==> config.mk <==
export PLATFORM = sky130hd
export DESIGN_NAME = fetch_sequencer
export DESIGN_NICKNAME = d
export VERILOG_FILES = /design/src/rtl/fetch_sequencer.sv
export SDC_FILE = /design/constraint.sdc
export NUM_CORES = 1
export LEC_CHECK = 0
export ABC_AREA = 1
export CAP_MARGIN = 5
export CELL_PAD_IN_SITES_DETAIL_PLACEMENT = 0
export CELL_PAD_IN_SITES_GLOBAL_PLACEMENT = 2
export CORE_MARGIN = 1
export CORE_UTILIZATION = 38
export CTS_CLUSTER_DIAMETER = 40
export DETAILED_ROUTE_END_ITERATION = 10
export DONT_BUFFER_PORTS = 1
export PLACE_DENSITY_LB_ADDON = 0.1
export SETUP_SLACK_MARGIN = 0.1
export SLEW_MARGIN = 20
export SYNTH_ARGS = -nofsm -noshare
export SYNTH_HDL_FRONTEND = slang
export SYNTH_SLANG_ARGS = --single-unit
==> constraint.sdc <==
create_clock -name clk -period 6.2 [get_ports clk]
set_input_delay 0.31 -clock clk [delete_from_list [all_inputs] [get_ports clk]]
set_output_delay 0.31 -clock clk [all_outputs]
set_load 0.01 [all_outputs]
==> src/rtl/fetch_sequencer.sv <==
// fetch_sequencer: program counter and fetch control for a combinational-read
// instruction memory. Runs from a start address, redirects through a small
// writable branch-target table (PC LUT), and honours stall/halt requests.
//
// Ports:
//   clk, reset          clock; asynchronous active-high reset
//   start, start_pc     begin execution at start_pc (accepted in IDLE/HALT)
//   stall               hold pc this cycle (any branch is dropped)
//   branch_taken/idx    redirect pc to lut[branch_idx] on the next edge
//   halt_req            stop fetching; enter HALT
//   lut_we/waddr/wdata  PC LUT write port, usable in any state
//   pc                  registered instruction address
//   fetch_valid         instruction at pc is issued this cycle (combinational)
//   running, done       FSM in RUN / HALT
//   fetch_count         saturating count of issued fetches since last start
module fetch_sequencer #(
  parameter int unsigned PC_W      = 8,
  parameter int unsigned LUT_DEPTH = 16,
  parameter int unsigned LUT_IDX_W = 4,
  parameter int unsigned CNT_W     = 16
) (
  input  logic                 clk,
  input  logic                 reset,
  input  logic                 start,
  input  logic [PC_W-1:0]      start_pc,
  input  logic                 stall,
  input  logic                 branch_taken,
  input  logic [LUT_IDX_W-1:0] branch_idx,
  input  logic                 halt_req,
  input  logic                 lut_we,
  input  logic [LUT_IDX_W-1:0] lut_waddr,
  input  logic [PC_W-1:0]      lut_wdata,
  output logic [PC_W-1:0]      pc,
  output logic                 fetch_valid,
  output logic                 running,
  output logic                 done,
  output logic [CNT_W-1:0]     fetch_count
);

  typedef enum logic [1:0] {StIdle, StRun, StHalt} state_e;

  state_e           state_q, state_d;
  logic [PC_W-1:0]  pc_q, pc_d;
  logic [CNT_W-1:0] cnt_q, cnt_d;
  logic [PC_W-1:0]  lut_q [LUT_DEPTH];

  always_ff @(posedge clk or posedge reset) begin
    if (reset) begin
      state_q <= StIdle;
      pc_q    <= '0;
      cnt_q   <= '0;
      for (int unsigned i = 0; i < LUT_DEPTH; i++) begin
        lut_q[i] <= '0;
      end
    end else begin
      state_q <= state_d;
      pc_q    <= pc_d;
      cnt_q   <= cnt_d;
      // Reads in this cycle already saw the old entry; the write lands at the edge.
      if (lut_we) begin
        lut_q[lut_waddr] <= lut_wdata;
      end
    end
  end

  always_comb begin
    state_d = state_q;
    pc_d    = pc_q;
    cnt_d   = cnt_q;
    unique case (state_q)
      StIdle, StHalt: begin
        if (start) begin
          state_d = StRun;
          pc_d    = start_pc;
          cnt_d   = '0;
        end
      end
      StRun: begin
        if (halt_req) begin
          state_d = StHalt;
        end else if (!stall) begin
          // A stalled branch is dropped, not queued; upstream re-presents it.
          if (branch_taken) begin
            pc_d = lut_q[branch_idx];
          end else begin
            pc_d = pc_q + PC_W'(1);
          end
          if (cnt_q != '1) begin
            cnt_d = cnt_q + CNT_W'(1);
          end
        end
      end
      default: state_d = StIdle;
    endcase
  end

  assign pc          = pc_q;
  assign running     = (state_q == StRun);
  assign done        = (state_q == StHalt);
  assign fetch_valid = running & ~stall & ~halt_req;
  assign fetch_count = cnt_q;

endmodule

After elaboration in Yosys (flattened, before gate mapping)

Index checks and enable logic that the tools add are counted.
W data, S select, Z words.

Muxes and demuxes: 19
$add $sub $neg: 2
Bitwise operators: 6
Eq/ne operators: 8
Reductions and logical operators: 7
$lt $le $gt $ge: 3

Operator list:

| cell                    | number |
|---|---|
| $bwmux W128             | 1 |
| $mux W16                | 4 |
| $mux W8                 | 7 |
| $bmux W8 S4             | 1 |
| $demux W8 S4            | 1 |
| $pmux W16 S2            | 1 |
| $add A16 B1 Y16 const B | 1 |
| $ne A16 B16 Y1 const B  | 1 |
| $pmux W8 S2             | 1 |
| $ge A5 B5 Y1 const B    | 2 |
| $not A4 Y5              | 2 |
| $add A8 B1 Y8 const B   | 1 |
| $ne A2 B2 Y1 const B    | 4 |
| $lt A5 B1 Y1 const B    | 1 |
| $reduce_and A5 Y1       | 1 |
| $mux W2                 | 2 |
| $pmux W2 S2             | 1 |
| $reduce_and A4 Y1       | 1 |
| $and A1 B1 Y1           | 2 |
| $eq A2 B1 Y1 const B    | 1 |
| $eq A2 B2 Y1 const B    | 1 |
| $logic_not A2 Y1        | 1 |
| $ne A2 B1 Y1 const B    | 1 |
| $not A1 Y1              | 2 |
| 4 further kinds         | 4 |

Output and inout bits: 27
Word-level logic and storage cells: 64
Register bits after elaboration: 154
Input bits: 31

Depth between registers and ports, before layout

Word-level depth: 8
Gate-level depth with buffers: 12
Depth with buffers taken out: 10

Worst setup path before layout

No wires, ideal clock.

Kind: reg2reg
Start: register cnt_q[0], in the netlist fetch_count[0]
End: register cnt_q[0], in the netlist fetch_count[0]
Stages on the path, launching flop included: 9
Arrival time: 1506 ps
Clock period less this slack: 1625 ps
Library setup time: 119 ps
Setup slack: 4575 ps
Buffers on the path: 1
Data required time: 6081 ps
Cells stage by stage: dfrtp_1 ha_1 nand3_1 nor2_2 nand4_1 nand2_4 inv_2 buf_6 o21a_1

Word-level cells in the longest chain between the ends: 5
Elaborated cells between the ends (all ways): 8
Those cells by class: add/sub: 1; eq/ne: 2; mux: 4; reduce/logical: 1

Ends and longest elaborated chain:

| item                   | RTL line | source |
|---|---|---|
| start, declared        | 44       | `logic [CNT_W-1:0] cnt_q, cnt_d;` |
| start signal, assigned | 58       | `cnt_q <= cnt_d;` |
| $add A16 B1 Y16        | 89       | `cnt_d = cnt_q + CNT_W'(1);` |
| $mux W16               | 88       | `if (cnt_q != '1) begin` |
| $mux W16               | 81       | `end else if (!stall) begin` |
| $mux W16               | 79       | `if (halt_req) begin` |
| $pmux W16 S2           | 70       | `unique case (state_q)` |

Parallel ways exist; a longest one is shown, timed or not. The select of a mux whose other input is x is not followed.
A chain may end at the register's enable or synchronous reset.

Worst setup path after layout

Start: register state_q[1]
End: register pc_q[1], in the netlist pc[1]

Elaborated cells between the ends (all ways): 10
Those cells by class: eq/ne: 5; mux: 1; reduce/logical: 4

RTL lines:

| item                                                                | RTL line | source |
|---|---|---|
| start, declared                                                     | 42       | `state_e state_q, state_d;` |
| start signal, assigned                                              | 49       | `state_q <= StIdle;` |
| start signal, assigned                                              | 56       | `state_q <= state_d;` |
| $eq A2 B1 Y1 (*)                                                    | --       |  |
| named net running                                                   | 35       | `output logic running,` |
| $ne A2 B2 Y1 (no source line) or $reduce_bool A2 Y1 (tied branches) | --       |  |
| $reduce_and A4 Y1 (no source line)                                  | --       |  |
| end signal, assigned                                                | 57       | `pc_q <= pc_d;` |
| end, declared                                                       | 43       | `logic [PC_W-1:0] pc_q, pc_d;` |

The timed path passes the listed nets; every way through them passes the cells marked *.

==> results.md <==
- Final WL: 22.27 mm
- CTS tree: done
- Vias in the first global route: 6328
- Reg2Reg Capture Point: pc[1]$_DFFE_PP0P_
- # resized after CTS: 0
- Post-CTS setup buffer count: 0
- Max FO, Critical Path: 19
- Area grow syn2layout: 9.602%
- Skew final: 8.633 ps
- Top FF cell, synth: dfrtp_1
- Worst Setup Slack, final: 4107 ps
- Number of fill cells: 2001
- Clock Tree Buf Depth: 2
- Worst-Skew Late Latency: 420 ps
- Critical path's largest stage delay: 440 ps
- Congestion Overflow GR: 0
- Quantity of I/O buffers inserted on ports: 0
- Worst-margin pin slew: 1010 ps
- CP top delay family: compound AO/OA/AOI/OAI gates
- TNS Setup: 0 ps
- Register area share after synthesis: 0.5082
- First-pass GRT wire length: 35.81 mm
- Final Cell Area: 8312 um2
- Hold crit path type: in2reg
- Num rows: 51
- Ys Warns: 0
- WP data arrival: 2390 ps
- Worst slew slack as a fraction of its limit: 0.3259
- Pre-CTS setup slack: 4123 ps
- Max cap viols: 0
- Placed Cells: 1181
- Top-count cell post-synth: nand2_1
- Post-layout nets: 971
- Status: complete, no violations
- Crit path cell chain: nor2_8 -> nand2_4 -> a22oi_4 -> inv_1 -> a21oi_1 -> a21oi_1
- Share of cells above drive strength 1: 0.05678
- Via count: 6382
- Buffers and inverters on the worst path: 1
- Share of the synthesized area in the top cell type: 0.5082
- H-tree levels: 4
- Leading area contributor after synthesis: dfrtp_1
- HPWL after DPL: 14.54 mm
- GR Util All Layers: 0.2332
- DP Area: 7669 um2
- Synthesized area per cell: 7.826 um2
- CP max-delay cell: dfrtp_1
- Top cells by area in the synthesized netlist: dfrtp_1 51%, nand2_1 13%, o21ai_0 10%, nand3_1 6.3%, nor2_1 4.4%
- WHS Path Cells: 2
- Max-slew violations: 0
- Hold buffer count at cts: 3
- Commonest cells post-synth: 268 x nand2_1, 159 x o21ai_0, 154 x dfrtp_1, 96 x nand3_1, 89 x nor2_1
- Critical Path RT: 6490 ps
- #FFs+latches synth: 154
- Reg2Reg Setup Slack: 4110 ps
- Post-synth EDFFs: 0
- Die Height: 143.3 um
- Die ar.: 20520 um2
- Max Freq: 0.4777 GHz
- Final non-filler cell total: 1216
- Starting Density: 0.3884
- Antenna violation net count after detailed routing: 0
- Routability cong.: 0.8170
- Final period utilization: 0.3376
- Die X: 143.3 um
- Clock root buffer: clkbuf_16
- Count of different cell masters after synthesis: 31
- I/O pins: 58
- Final hold slack: 12.41 ps
- Reg clk slew, reported paths: 60 ps
- DRC viols: 0
- Static Leak: 3.838 nW
- Post-Synthesis Cells: 969
- Drt pass-1 iters: 5
- VDD IR max: 198.6 uV
- Pin count of the biggest net entering global routing: 100
- Sw Share: 0.3066
- Crit path top cell by count: a21oi_1
- Worst hold endpoint: lut_q[75]$_DFFE_PP0P_
- Crit Path Category: reg2reg
- Fin. Hold Viols: 0
- Worst r2r src: state_q[1]$_DFFE_PP0P_
- Num CTS Buffers: 17
- Async S/R FF share, synth: 1.000
- Psw: 0.9139 mW
- Pwr/cell area: 358.7 nW/um2
- # diodes: 0
- Placeable core area: 19530 um2
- Crit. End Element: register
- Routed vias/inst: 5.248
- Num Clock Sinks: 154
- Unrepaired setup endpoints after global routing: false
- Hold_sp: lut_wdata[3]
- Pint: 2.067 mW
- Startpoint types: register
- Antenna violations before repair: 0
- Fin crit period: 2093 ps
- Clock power share: 0.366
- Drt first-iter violations: 535
- Setup-failing EPs final: 0
- Worst setup path start: state_q[1]$_DFFE_PP0P_
- Avg WL per Cell: 18.32 um
- Flop pwr share: 0.466
- Gate power share: 0.168
- Synth Cell Area: 7584 um2
- Worst reg-to-reg path cell count: 6
- Mapped Nets: 1002
placed cells by master (no fill, tap or decap), types with 2 or more instances in the layout:
| master | Yosys | routed |
|---|---|---|
| inv_1 | 62 | 60 |
| dfrtp_1 | 154 | 154 |
| clkbuf_1 | 28 | 2 |
| nor3_2 | 2 | 2 |
| nand2_4 | 2 | 2 |
| or2_2 | 2 | 2 |
| nand2_1 | 268 | 268 |
| bufinv_16 | 0 | 3 |
| o31ai_2 | 3 | 3 |
| nand4_1 | 9 | 9 |
| inv_6 | 0 | 3 |
| nor2_1 | 89 | 89 |
| xor2_1 | 8 | 8 |
| nor3_1 | 8 | 8 |
| ha_1 | 2 | 2 |
| nor4_4 | 2 | 2 |
| a21oi_1 | 27 | 27 |
| inv_2 | 5 | 6 |
| dlygate4sd3_1 | 0 | 3 |
| clkbuf_16 | 0 | 17 |
| nand3_1 | 96 | 96 |
| o21ai_1 | 6 | 6 |
| clkbuf_8 | 0 | 3 |
| clkinv_2 | 0 | 3 |
| o21ai_0 | 159 | 159 |
| o211ai_1 | 4 | 4 |
registers in the layout (all words and copies together) (netlist names):
name         flops
lut_q          128
pc               8
fetch_count     16
state_q          2
logic make-up (layout without fill, tap and decap cells):
logic type / Yosys count / in the layout / synth area share
buf+inv: 121 / 103 / 0.06732
simple gates: 481 / 481 / 0.2706
flops: 154 / 154 / 0.5082
fa+ha+maj: 2 / 2 / 0.003299
xor+xnor: 8 / 8 / 0.009240
compound gates: 203 / 203 / 0.1414
through the flow:
stage	util	power [mW]
final	0.4257	2.981
after global placement	0.3927	1.893
after global routing	0.4257	3.161
after CTS	0.4257	3.005
after floorplan	-	1.769
after detailed placement	0.3927	1.906
how the worst max path moves through the flow:
stage,end,slack [ps],cells past startpoint
final,pc[1]$_DFFE_PP0P_,4110,6
after global routing,fetch_count[0]$_DFFE_PP0P_,3960,7
after CTS,fetch_count[0]$_DFFE_PP0P_,4110,7
after detailed placement,fetch_count[0]$_DFFE_PP0P_,4120,7
after global placement,pc[4]$_DFFE_PP0P_,3980,9
after floorplan,fetch_count[0]$_DFFE_PP0P_,1740,1
cell type report:
cell class	instances	area (um2)	area share
clock buffer	22	474.2	0.05705
clock inverter	10	138.9	0.01671
inverter	67	256.5	0.03086
multi-input combinational	694	3219	0.3873
sequential	154	3854	0.4636
tap	265	331.6	0.03989
timing repair buffer	4	37.54	0.004516
power groups by stage:
stage	sequential [mW]	combinational, mW	clock, mW
final	1.39	0.501	1.09
after global routing	1.41	0.594	1.15
after CTS	1.39	0.507	1.11
after detailed placement	1.40	0.504	0
after global placement	1.40	0.494	0
after floorplan	1.35	0.417	0
layer usage:
layer | GRT usage | share of wire
met1 | 0.3228 | 0.48
met2 | 0.3712 | 0.46
met3 | 0.04292 | 0.049
met4 | 0.06775 | 0.012
met5 | 0 | 0
Power figures use the tool's default switching activity.
